===== src/rtl/clkdiv_sched.sv =====
// Round-robin owner scheduler for the shared clkdiv instance.
// It mirrors the clkdiv modulo counter so that div only changes at an output-period boundary.
module clkdiv_sched #(
    parameter int unsigned     NREQ    = 4,
    parameter int unsigned     DIV_W   = 12,
    parameter logic [DIV_W-1:0] DEF_DIV = 12'd4
) (
    input  logic                    clk,
    input  logic                    rst,
    input  logic [NREQ-1:0]         req,
    input  logic [NREQ*DIV_W-1:0]   div_req,
    output logic [NREQ-1:0]         gnt,
    output logic [DIV_W-1:0]        div,
    output logic                    phase0,
    output logic                    busy,
    output logic                    bad_div
);

    localparam int unsigned IDX_W = (NREQ > 1) ? $clog2(NREQ) : 1;

    typedef enum logic [2:0] {
        S_IDLE,
        S_ARB,
        S_WAIT,
        S_OWN,
        S_REL
    } state_t;

    state_t             state;
    logic [DIV_W-1:0]   cnt;
    logic [DIV_W-1:0]   nd;
    logic [IDX_W-1:0]   rr_ptr;
    logic [IDX_W-1:0]   cand;

    logic               arb_hit_c;
    logic [IDX_W-1:0]   arb_idx_c;
    logic [DIV_W-1:0]   arb_div_c;
    logic [DIV_W-1:0]   nd_c;
    logic               zero_c;
    logic               bnd_c;
    logic [IDX_W-1:0]   nxt_ptr_c;

    // Round-robin scan starting at rr_ptr; the first active request wins.
    always_comb begin : arb
        int j;
        logic [IDX_W-1:0] idx;
        arb_hit_c = 1'b0;
        arb_idx_c = '0;
        j         = 0;
        idx       = '0;
        for (int k = 0; k < int'(NREQ); k++) begin
            j = int'(rr_ptr) + k;
            if (j >= int'(NREQ)) begin
                j = j - int'(NREQ);
            end
            idx = IDX_W'(j);
            if (!arb_hit_c && req[idx]) begin
                arb_hit_c = 1'b1;
                arb_idx_c = idx;
            end
        end
    end

    always_comb begin
        arb_div_c = div_req[int'(arb_idx_c) * int'(DIV_W) +: DIV_W];
        zero_c    = (arb_div_c == '0);
        nd_c      = zero_c ? DIV_W'(1) : arb_div_c;
        bnd_c     = (cnt == div - DIV_W'(1));
        nxt_ptr_c = (cand == IDX_W'(NREQ - 1)) ? '0 : cand + IDX_W'(1);
    end

    // Mirror counter, arbitration FSM and all registered outputs.
    always_ff @(posedge clk) begin
        if (rst) begin
            state   <= S_IDLE;
            gnt     <= '0;
            div     <= DEF_DIV;
            cnt     <= '0;
            nd      <= DEF_DIV;
            rr_ptr  <= '0;
            cand    <= '0;
            phase0  <= 1'b0;
            busy    <= 1'b0;
            bad_div <= 1'b0;
        end else begin
            bad_div <= 1'b0;
            cnt     <= bnd_c ? '0 : cnt + DIV_W'(1);
            phase0  <= bnd_c;
            case (state)
                S_IDLE: begin
                    if (|req) begin
                        state <= S_ARB;
                        busy  <= 1'b1;
                    end
                end
                S_ARB: begin
                    if (arb_hit_c) begin
                        cand    <= arb_idx_c;
                        nd      <= nd_c;
                        bad_div <= zero_c;
                        state   <= S_WAIT;
                    end else begin
                        state <= S_IDLE;
                        busy  <= 1'b0;
                    end
                end
                S_WAIT: begin
                    // The new ratio and the grant land together on the wrap edge.
                    if (bnd_c) begin
                        if (req[cand]) begin
                            div    <= nd;
                            gnt    <= NREQ'(1) << cand;
                            rr_ptr <= nxt_ptr_c;
                            state  <= S_OWN;
                        end else if (|req) begin
                            state <= S_ARB;
                        end else begin
                            state <= S_IDLE;
                            busy  <= 1'b0;
                        end
                    end
                end
                S_OWN: begin
                    if (!req[cand]) begin
                        gnt   <= '0;
                        state <= S_REL;
                    end
                end
                S_REL: begin
                    if (arb_hit_c) begin
                        cand    <= arb_idx_c;
                        nd      <= nd_c;
                        bad_div <= zero_c;
                        state   <= S_WAIT;
                    end else begin
                        nd <= DEF_DIV;
                        if (bnd_c) begin
                            div   <= DEF_DIV;
                            state <= S_IDLE;
                            busy  <= 1'b0;
                        end
                    end
                end
                default: begin
                    state <= S_IDLE;
                    busy  <= 1'b0;
                end
            endcase
        end
    end

endmodule


===== config.mk =====
export PLATFORM = sky130hd
export DESIGN_NAME = clkdiv_sched
export DESIGN_NICKNAME = d
export VERILOG_FILES = /design/src/rtl/clkdiv_sched.sv
export SDC_FILE = /design/constraint.sdc
export NUM_CORES = 1
export LEC_CHECK = 0
export CORE_AREA = 2 2 88 90
export DETAILED_ROUTE_END_ITERATION = 8
export DIE_AREA = 0 0 90 92
export GPL_TIMING_DRIVEN = 0
export PLACE_DENSITY = 0.72
export SETUP_SLACK_MARGIN = 0.05
export SYNTH_ARGS = -nofsm -noshare
export SYNTH_HDL_FRONTEND = slang
export SYNTH_SLANG_ARGS = --single-unit

===== constraint.sdc =====
create_clock -name clk -period 3.5 [get_ports clk]
set_input_delay 0.525 -clock clk [delete_from_list [all_inputs] [get_ports clk]]
set_output_delay 0.525 -clock clk [all_outputs]
set_load 0.03 [all_outputs]

## Word-level counts from Yosys, hierarchy flattened

Index checks and enable logic that the tools add are counted.

| word-level totals | value |
|---|---|
| input bits | 54 |
| output and inout port bits | 19 |
| register bits after elaboration | 50 |

| cells by class | value |
|---|---|
| multipliers | 1 |
| multiplexer cells | 53 |
| equality and inequality tests | 17 |
| $add $sub $neg | 10 |
| bitwise logic cells | 3 |
| reductions and logical operators | 22 |
| $lt $le $gt $ge | 9 |
| shift-type cells | 2 |

Operators by type and width:

| operator | count |
|---|---|
| $mux 12 | 7 |
| $pmux 12 s2 | 2 |
| $shiftx 48x7->12 | 1 |
| $mux 2 | 11 |
| $ne 2x2->1 const B | 10 |
| $mux 1 | 17 |
| $lt 2x3->1 const B | 5 |
| $mux 3 | 5 |
| $pmux 3 s5 | 1 |
| $add 12x1->12 const B | 1 |
| $eq 12x12->1 | 1 |
| $logic_not 12->1 | 1 |
| $mux 4 | 3 |
| $sub 12x1->12 const B | 1 |
| $bmux 1 s2 | 5 |
| $ge 3x3->1 const B | 3 |
| $pmux 4 s2 | 1 |
| $reduce_and 4->1 | 2 |
| $reduce_and 8->1 | 1 |
| $sub 2x1->2 const B | 4 |
| $add 2x2->3 const B | 2 |
| $eq 3x2->1 const B | 2 |
| $reduce_bool 2->1 | 3 |
| $pmux 1 s5 | 1 |
| 19 further kinds | 27 |

## Longest topological paths before layout

Gate-level depths: netlist (run 1).

| depth | value |
|---|---|
| depth in word-level cells | 20 |
| gate-level depth with buffers | 13 |
| gate-level depth less buffers | 9 |

## Worst setup path after synthesis (run 1)

Ideal clock, no wire load.

| timing path | value |
|---|---|
| kind | flip-flop to flip-flop |
| start point | reg div[0] |
| end point | reg div[4] |
| setup slack | 0.442 ns |
| clock period less this slack | 3.058 ns |
| cell stages (with the launch flop) | 13 |
| arrival | 2.931 ns |
| buffers on the path | 3 |
| library setup time | 0.128 ns |
| path through | dfxtp_1 buf_2 inv_1 ha_1 xor2_1 nand2_1 a2111oi_0 o2111ai_1 or4_4 buf_6 buf_6 mux2i_1 nor2_1 |

| on the way | value |
|---|---|
| word-level cells in the longest chain between the ends | 4 |
| elaborated cells on any way between the ends | 5 |
| classes of those cells | 1 x add/sub; 3 x eq/ne; 1 x reduce/logical |

RTL lines:

| element | RTL line | RTL |
|---|---|---|
| from (decl) | 13 | `output logic [DIV_W-1:0] div,` |
| from (signal assigned) | 111 | `div <= nd;` |
| $sub 12x1->12 (*) | 68 | `bnd_c = (cnt == div - DIV_W'(1));` |
| $eq 12x12->1 (*) | 68 |  |
| $ne 2x2->1 (no source line) | n/a |  |
| $reduce_and 5->1 (no source line) (*) | n/a |  |

Mark *: on every way between the ends. The rest lies on a longest branch, timed or not.
A chain may end at the register's enable or synchronous reset.

## Final worst setup path (run 1)

| timing path | value |
|---|---|
| start point | in req[0] |
| end point | reg nd[0] |

| on the way | value |
|---|---|
| word-level cells in the longest chain between the ends | 18 |
| elaborated cells on any way between the ends | 31 |
| classes of those cells | 1 x mul; 1 x eq/ne; 1 x shift; 20 x mux; 8 x reduce/logical |

RTL lines:

| element | RTL line | RTL |
|---|---|---|
| from (decl) | 10 | `input logic [NREQ-1:0] req,` |
| $bmux 1 s2 | 57 | `if (!arb_hit_c && req[idx]) begin` |
| $mux 1 (implied by the code) | 57 |  |
| $mux 1 | 57 |  |
| $logic_not 1->1 | 57 |  |
| $logic_and 1x1->1 | 57 |  |
| $mux 1 | 57 |  |
| $logic_not 1->1 | 57 |  |
| $logic_and 1x1->1 | 57 |  |
| [... 2 more ...] | n/a |  |
| $logic_and 1x1->1 | 57 |  |
| $mux 2 | 57 |  |
| $mul 2x2->4 | 65 | `arb_div_c = div_req[int'(arb_idx_c) * int'(DIV_W) +: DIV_W];` |
| $shiftx 48x7->12 | 65 |  |
| $logic_not 12->1 | 66 | `zero_c = (arb_div_c == '0);` |
| $mux 12 | 67 | `nd_c = zero_c ? DIV_W'(1) : arb_div_c;` |
| $mux 12, on equally long branches | 130, 97 |  |
| $pmux 12 s2 | 89 | `case (state)` |
| to (signal assigned) | 99 | `nd <= nd_c;` |
| to (signal assigned) | 132 | `nd <= nd_c;` |
| to (decl) | 31 | `logic [DIV_W-1:0] nd;` |

Parallel ways exist; a longest one is shown, timed or not. The select of a mux whose other input is x is not followed.

==> impl_metrics.env, run 1 <==
export IMPL_num_vias=2984
export IMPL_die_h_um=92
export IMPL_cts_tree="done"
export IMPL_muxShareOfSynthArea_pct=13.9
export IMPL_pwr_density_cell_mw_per_mm2=368
export IMPL_viasPerCell=5.29
export IMPL_synth_compound_area_share_pct=15.8
export IMPL_drt_wl_total_um=7670
export IMPL_period_share_pct=91.7
export IMPL_yosys_area_share_xor_xnor_pct=6.52
export IMPL_grt_first_pass_wirelength_um=13200
export IMPL_yosys_area_share_simple_pct=24.8
export IMPL_syn_mean_instance_area_sq_um=8.42
export IMPL_required_ps=3700
export IMPL_root_buffer="clkbuf_8"
export IMPL_grt_max_degree=19
export IMPL_slew_violations=0
export IMPL_gp_congestion=0.813
export IMPL_min_period_ps=3210
export IMPL_drt_pass1_iter_count=4
export IMPL_num_io_pins=73
export IMPL_synth_area_leaders="dfxtp_1 (31%), mux2i_1 (11%), nor2_1 (6.1%)"
export IMPL_h_tree_depth=2
export IMPL_nFillCells=699
export IMPL_drv_cap=0
export IMPL_yosys_top_cells_count="nor2_1 (52), dfxtp_1 (50), mux2i_1 (37)"
export IMPL_drt_iter0_drc=154
export IMPL_skew_ps=12.8
export IMPL_synthFlopType="dfxtp_1"
export IMPL_hold_start="cnt[0]"
export IMPL_ant_nets=0
export IMPL_synthAdderAreaFrac_pct=2.33
export IMPL_syn_area_sq_mm=0.00322
export IMPL_crit_path_end_kind="flip-flop"
export IMPL_gr_total_overflow=0
export IMPL_die_w_um=90
export IMPL_portBuffers=71
export IMPL_synth_seq_cells=50
export IMPL_grt_usage_pct=18.9
export IMPL_nets=521
export IMPL_path_class="in2reg"
export IMPL_setup_ws_ps=292
export IMPL_rsz0062_at_grt="no"
export IMPL_hold_viol=0
export IMPL_vdd_drop_max_uv=158
export IMPL_dp_hpwl_um=6190
export IMPL_path_max_fanout=10
export IMPL_async_reset_ff_share_pct=0
export IMPL_yosysMostFrequentCell="nor2_1"
export IMPL_run_status="finished, final reports clean"
export IMPL_drive_gt1_share_pct=7.79
export IMPL_worstMarginPinSlew_ps=808
export IMPL_numCtsBuffers=5
export IMPL_wl_per_cell_um=13.6
export IMPL_synth_cell_types=62
export IMPL_grt_pass1_vias=2870
export IMPL_hold_path_class="reg2reg"
export IMPL_dp_slack_ps=-209
export IMPL_antenna_found_initial=0
export IMPL_maxSlewHeadroom_pct=45.6
export IMPL_synth_top_area_share_pct=31.0
export IMPL_synth_edf_count=0
export IMPL_p_leak_nw=1.66
export IMPL_yosysWarnings=0
export IMPL_fin_util_pct=56.0
export IMPL_antenna_cells=0
export IMPL_ctsHoldBuffers=0
export IMPL_cts_path_max_buffers=2
export IMPL_crit_start="req[0]"
export IMPL_drc=0
export IMPL_synth_top_family_by_area="simple AND/OR/NAND/NOR gates"
export IMPL_rows=32
export IMPL_fmax_ghz=0.312
export IMPL_clock_sinks=50
export IMPL_ys_seq_area_share_pct=31.0
export IMPL_clk_pin_slew_ps=100
export IMPL_setup_violations=0
export IMPL_cp_arrival_ps=3410
export IMPL_rr_startpoint="div[0]"
export IMPL_syn2layout_area_growth_pct=29.5
export IMPL_clock_latency_ps=300
export IMPL_yosys_area_top_type="dfxtp_1"
export IMPL_synth_nets=443
export IMPL_cp_start_kind="input port"
export IMPL_start_util_pct=43.3
export IMPL_post_cts_buffers=0
export IMPL_core_sq_mm=0.00745
export IMPL_netlist_instances=383
export IMPL_die_area_sq_mm=0.00828
==> through the flow <==
step | hold WS, ps | total power, mW | instances | TNS (ps) | cell area [sq um]
6_report | 546 | 1.54 | 564 | 0 | 4170
5_1_grt | 582 | 1.64 | 564 | 0 | 4170
4_1_cts | 545 | 1.55 | 564 | 0 | 4160
3_5_place_dp | 509 | 1.19 | 556 | -275 | 4060
3_3_place_gp | 506 | 1.18 | 556 | -115 | 4060
2_1_floorplan | 470 | 1.03 | 383 | 0 | 3220
==> where the power goes <==
part           switching (mW)  total [mW]  internal [mW]
logic                   0.284       0.520          0.236
clock network           0.209       0.358          0.148
registers              0.0297       0.660          0.630
total                   0.522        1.54           1.02
==> final cells by class <==
| class | instances | area (sq um) | area share (%) |
|---|---|---|---|
| sequential | 50 | 1000 | 24.0 |
| clock inverter | 3 | 28.8 | 0.689 |
| inverter | 13 | 48.8 | 1.17 |
| timing repair buffer | 71 | 711 | 17.0 |
| clock buffer | 5 | 68.8 | 1.65 |
| tap | 102 | 128 | 3.06 |
| multi-input combinational | 294 | 2060 | 49.3 |
| buffer | 26 | 130 | 3.12 |
==> cell families (layout without fill, tap and decap cells) <==
logic type | after synthesis | after routing
flip-flops | 50 | 50
AND/OR/NAND/NOR | 152 | 152
XOR/XNOR | 24 | 24
adder cells (fa/ha/maj) | 6 | 6
multiplexers | 42 | 42
AO/OA/AOI/OAI | 70 | 70
buffers and inverters | 39 | 118
==> metal layers <==
metal / global-route usage (%) / routed length, um / vias up / share of wire (%)
met3: 2.63 / 334 / 10 / 4.4
met4: 7.69 / 127 / 0 / 1.7
met5: 0 / 0 / - / 0
met2: 33.0 / 3710 / 87 / 48
li1: - / - / 1518 / -
met1: 23.5 / 3500 / 1369 / 46
==> flip-flops by register name, summed over array words and instances (netlist names) <==
| name | cells |
|---|---|
| cnt | 12 |
| busy | 1 |
| gnt | 4 |
| cand | 2 |
| bad_div | 1 |
| div | 12 |
| nd | 12 |
| phase0 | 1 |
| rr_ptr | 2 |
| state | 3 |
==> worst paths after layout <==
path                               end  cells past startpoint  slack [ps]
worst max-delay path             nd[0]                      9         290
worst min-delay path            cnt[0]                      1         550
worst min register to register  cnt[0]                      1         550
worst max register to register  div[6]                     13         400
==> worst max-delay path, cell delays in order <==
cell             delay (ps)
clkdlybuf4s50_1         580
nand2_1                 120
a311oi_2                510
or2_1                   170
buf_2                   190
buf_4                   230
mux2i_1                 120
or4_1                   570
o41ai_1                 380
==> placed cells by master, fill, tap and decap left out, types with 13 or more instances in the layout <==
master	n
inv_1	13
nand2_1	24
and2_1	16
clkdlybuf4s50_1	71
a21oi_1	17
dfxtp_1	50
clkbuf_1	14
nor2_1	52
mux2i_1	37
==> timing repair <==
item,4_1_cts,5_1_grt
resized for setup,0,5
setup endpoints to repair,0,29
hold endpoints to repair,0,0
Power figures use the tool's default switching activity.
==> run 2: changes to the inputs <==
Settings changed: ABC_AREA from default to 1, CORE_AREA 2 2 88 90 to 2 2 91 93, DIE_AREA 0 0 90 92 to 0 0 93 95, PLACE_DENSITY 0.72 to 0.71, SKIP_LAST_GASP from default to 1.
==> run 2 against run 1 <==
Effect of this change: critical path depth up 1; non-clock buffer count down 7; largest cell class unchanged; die area up 6.7%; synthesized cell count up 45%; count of clock-buffer cells in the layout unchanged; clock skew down 3.6 ps; utilization down 0.11 points; area after synthesis up 7.6%; highest routed layer unchanged; combinational power up 38%; power up 20%; final area up 6.2%; critical endpoint is now rr_ptr[1].
==> impl_metrics.env, run 2 <==
export IMPL_cts_tree="done"
export IMPL_clock_latency_ps=310
export IMPL_ant_nets=0
export IMPL_synth_top_area_share_pct=28.8
export IMPL_gp_congestion=0.901
export IMPL_worstMarginPinSlew_ps=556
export IMPL_root_buffer="clkbuf_8"
export IMPL_hold_viol=0
export IMPL_drv_cap=0
export IMPL_cp_arrival_ps=2730
export IMPL_cts_path_max_buffers=2
export IMPL_holdWs_ps=471
export IMPL_crit_buf_inv=1
export IMPL_wl_per_cell_um=11.7
export IMPL_crit_chain="inv_1 -> ha_1 -> nand3_1 -> nor2_2 -> xor2_1 -> nor3b_2 -> and3_1 -> nand3_1 -> o21ai_0 -> a21oi_1"
export IMPL_viasPerCell=5.01
export IMPL_setup_violations=0
export IMPL_synth_area_leaders="dfxtp_1 (29%), nand2_1 (19%), nand3_1 (11%)"
export IMPL_p_total_mw=1.84
export IMPL_path_common_cell="nand3_1"
export IMPL_hold_path_class="reg2reg"
export IMPL_period_share_pct=72.4
export IMPL_slew_violations=0
export IMPL_dp_hpwl_um=7060
export IMPL_num_vias=3706
export IMPL_path_class="reg2reg"
export IMPL_vdd_drop_max_uv=183
export IMPL_synth_nets=614
export IMPL_drt_iter0_drc=172
export IMPL_required_ps=3700
export IMPL_min_period_ps=2530
export IMPL_rsz0062_at_grt="no"
export IMPL_mostFrequentLayoutCells="nand2_1 (177), nand3_1 (73), clkdlybuf4s50_1 (72)"
export IMPL_die_area_sq_mm=0.00884
export IMPL_cpMaxStageDelayCell="dfxtp_1"
export IMPL_grt_first_pass_wirelength_um=15100
export IMPL_die_w_um=93
export IMPL_ctsResizeCount=0
export IMPL_setup_ws_ps=967
export IMPL_fmax_ghz=0.395
export IMPL_gr_total_overflow=0
export IMPL_crit_path_end_kind="flip-flop"
export IMPL_synth_cell_types=39
export IMPL_syn2layout_area_growth_pct=27.8
export IMPL_pwr_density_cell_mw_per_mm2=415
export IMPL_synthFlopType="dfxtp_1"
export IMPL_grt_pass1_vias=3449
export IMPL_netlist_instances=554
export IMPL_antenna_found_initial=0
export IMPL_yosys_top_cells_count="nand2_1 (177), nand3_1 (73), inv_1 (61)"
export IMPL_critical_path_top_delay_family="simple AND/OR/NAND/NOR gates"
export IMPL_synth_edf_count=0
export IMPL_p_leak_nw=1.98
export IMPL_cp_start_kind="flip-flop"
export IMPL_design_area_sq_mm=0.00443
export IMPL_drive_gt1_share_pct=8.68
export IMPL_crit_path_max_incr_delay_ps=330
export IMPL_antenna_cells=0
export IMPL_syn_area_sq_mm=0.00347
export IMPL_yosysMostFrequentCell="nand2_1"
export IMPL_run_status="finished, final reports clean"
export IMPL_skew_ps=9.21
export IMPL_die_h_um=95
export IMPL_ctsHoldBuffers=0
export IMPL_clk_pin_slew_ps=90
export IMPL_post_cts_buffers=0
export IMPL_drc=0
export IMPL_nets=693
export IMPL_maxSlewHeadroom_pct=62.9
export IMPL_portBuffers=72
export IMPL_start_util_pct=43.8
export IMPL_rows=33
export IMPL_dp_slack_ps=746
export IMPL_synth_seq_cells=50
export IMPL_async_reset_ff_share_pct=0
export IMPL_ys_seq_area_share_pct=28.8
export IMPL_grt_max_degree=17
export IMPL_grt_usage_pct=20.7
export IMPL_reg_largest_list="cnt: 12 flops, div: 12 flops, nd: 12 flops"
export IMPL_core_sq_mm=0.00793
export IMPL_drt_pass1_iter_count=4
export IMPL_h_tree_depth=2
export IMPL_layout_commonest_cell="nand2_1"
export IMPL_yosysWarnings=0
export IMPL_path_max_fanout=8
export IMPL_drt_wl_total_um=8640
export IMPL_num_io_pins=73
export IMPL_placed_area_sq_mm=0.00432
export IMPL_numCtsBuffers=5
export IMPL_tns_ps=0
export IMPL_syn_mean_instance_area_sq_um=6.26
export IMPL_clock_sinks=50
export IMPL_yosys_area_top_type="dfxtp_1"
==> run 2: cell types whose count changed after synthesis, moves of 8 or more <==
cell and delta:
a211oi_1 -8, a21oi_2 +9, a22oi_1 -8, and2_1 -15, inv_1 +48, mux2i_1 -37, nand2_1 +153, nand3_1 +66
nand4_1 +15
==> run 2: metrics by stage <==
stage | util (%) | cells
after global placement | 54.5 | 731
after CTS | 55.9 | 739
after floorplan | - | 554
after detailed placement | 54.5 | 731
final | 55.9 | 739
after global routing | 55.9 | 739
==> run 2: path summary, 6_finish.rpt <==
kind,from,endpoint,slack (ps),depth (start not counted)
max,div[0],rr_ptr[1],970,10
min,nd[9],nd[9],470,2
max reg2reg,div[0],rr_ptr[1],970,10
min reg2reg,nd[9],nd[9],470,2
==> run 2: kinds of logic (layout without fill, tap and decap cells) <==
group / after synthesis / in the layout / share of synthesized area, %
simple gates: 351 / 351 / 46.1
fa+ha+maj: 6 / 6 / 2.16
xor+xnor: 17 / 17 / 4.29
compound gates: 47 / 47 / 8.19
flops: 50 / 50 / 28.8
buf+inv: 83 / 163 / 10.4
==> run 2: power by group <==
| group | total [mW] | internal (mW) | switching, mW |
|---|---|---|---|
| sequential | 0.706 | 0.647 | 0.0593 |
| combinational | 0.718 | 0.284 | 0.434 |
| clock | 0.415 | 0.214 | 0.201 |
| total | 1.84 | 1.15 | 0.694 |
==> run 2: routing by layer <==
| metal | track usage, % | wire, um |
|---|---|---|
| met3 | 3.51 | 538 |
| met1 | 25.6 | 3880 |
| met4 | 6.50 | 156 |
| met5 | 0 | 0 |
| met2 | 36.7 | 4070 |
==> run 2: worst reg2reg max path, stage by stage (launching register included) <==
cell     delay [ps]
dfxtp_1         330
inv_1           170
ha_1            250
nand3_1         170
nor2_2          190
xor2_1          190
nor3b_2         320
and3_1          220
nand3_1         250
o21ai_0         280
a21oi_1          60
==> run 2: layout make-up <==
class | count | area [sq um]
fillers | 814 | 3490
inverters | 65 | 248
repair buffers | 72 | 721
clock buffers | 5 | 68.8
plain buffers | 18 | 114
multi-input cells | 421 | 2110
clock inverters | 3 | 43.8
flip-flops and latches | 50 | 1000
well taps | 105 | 131
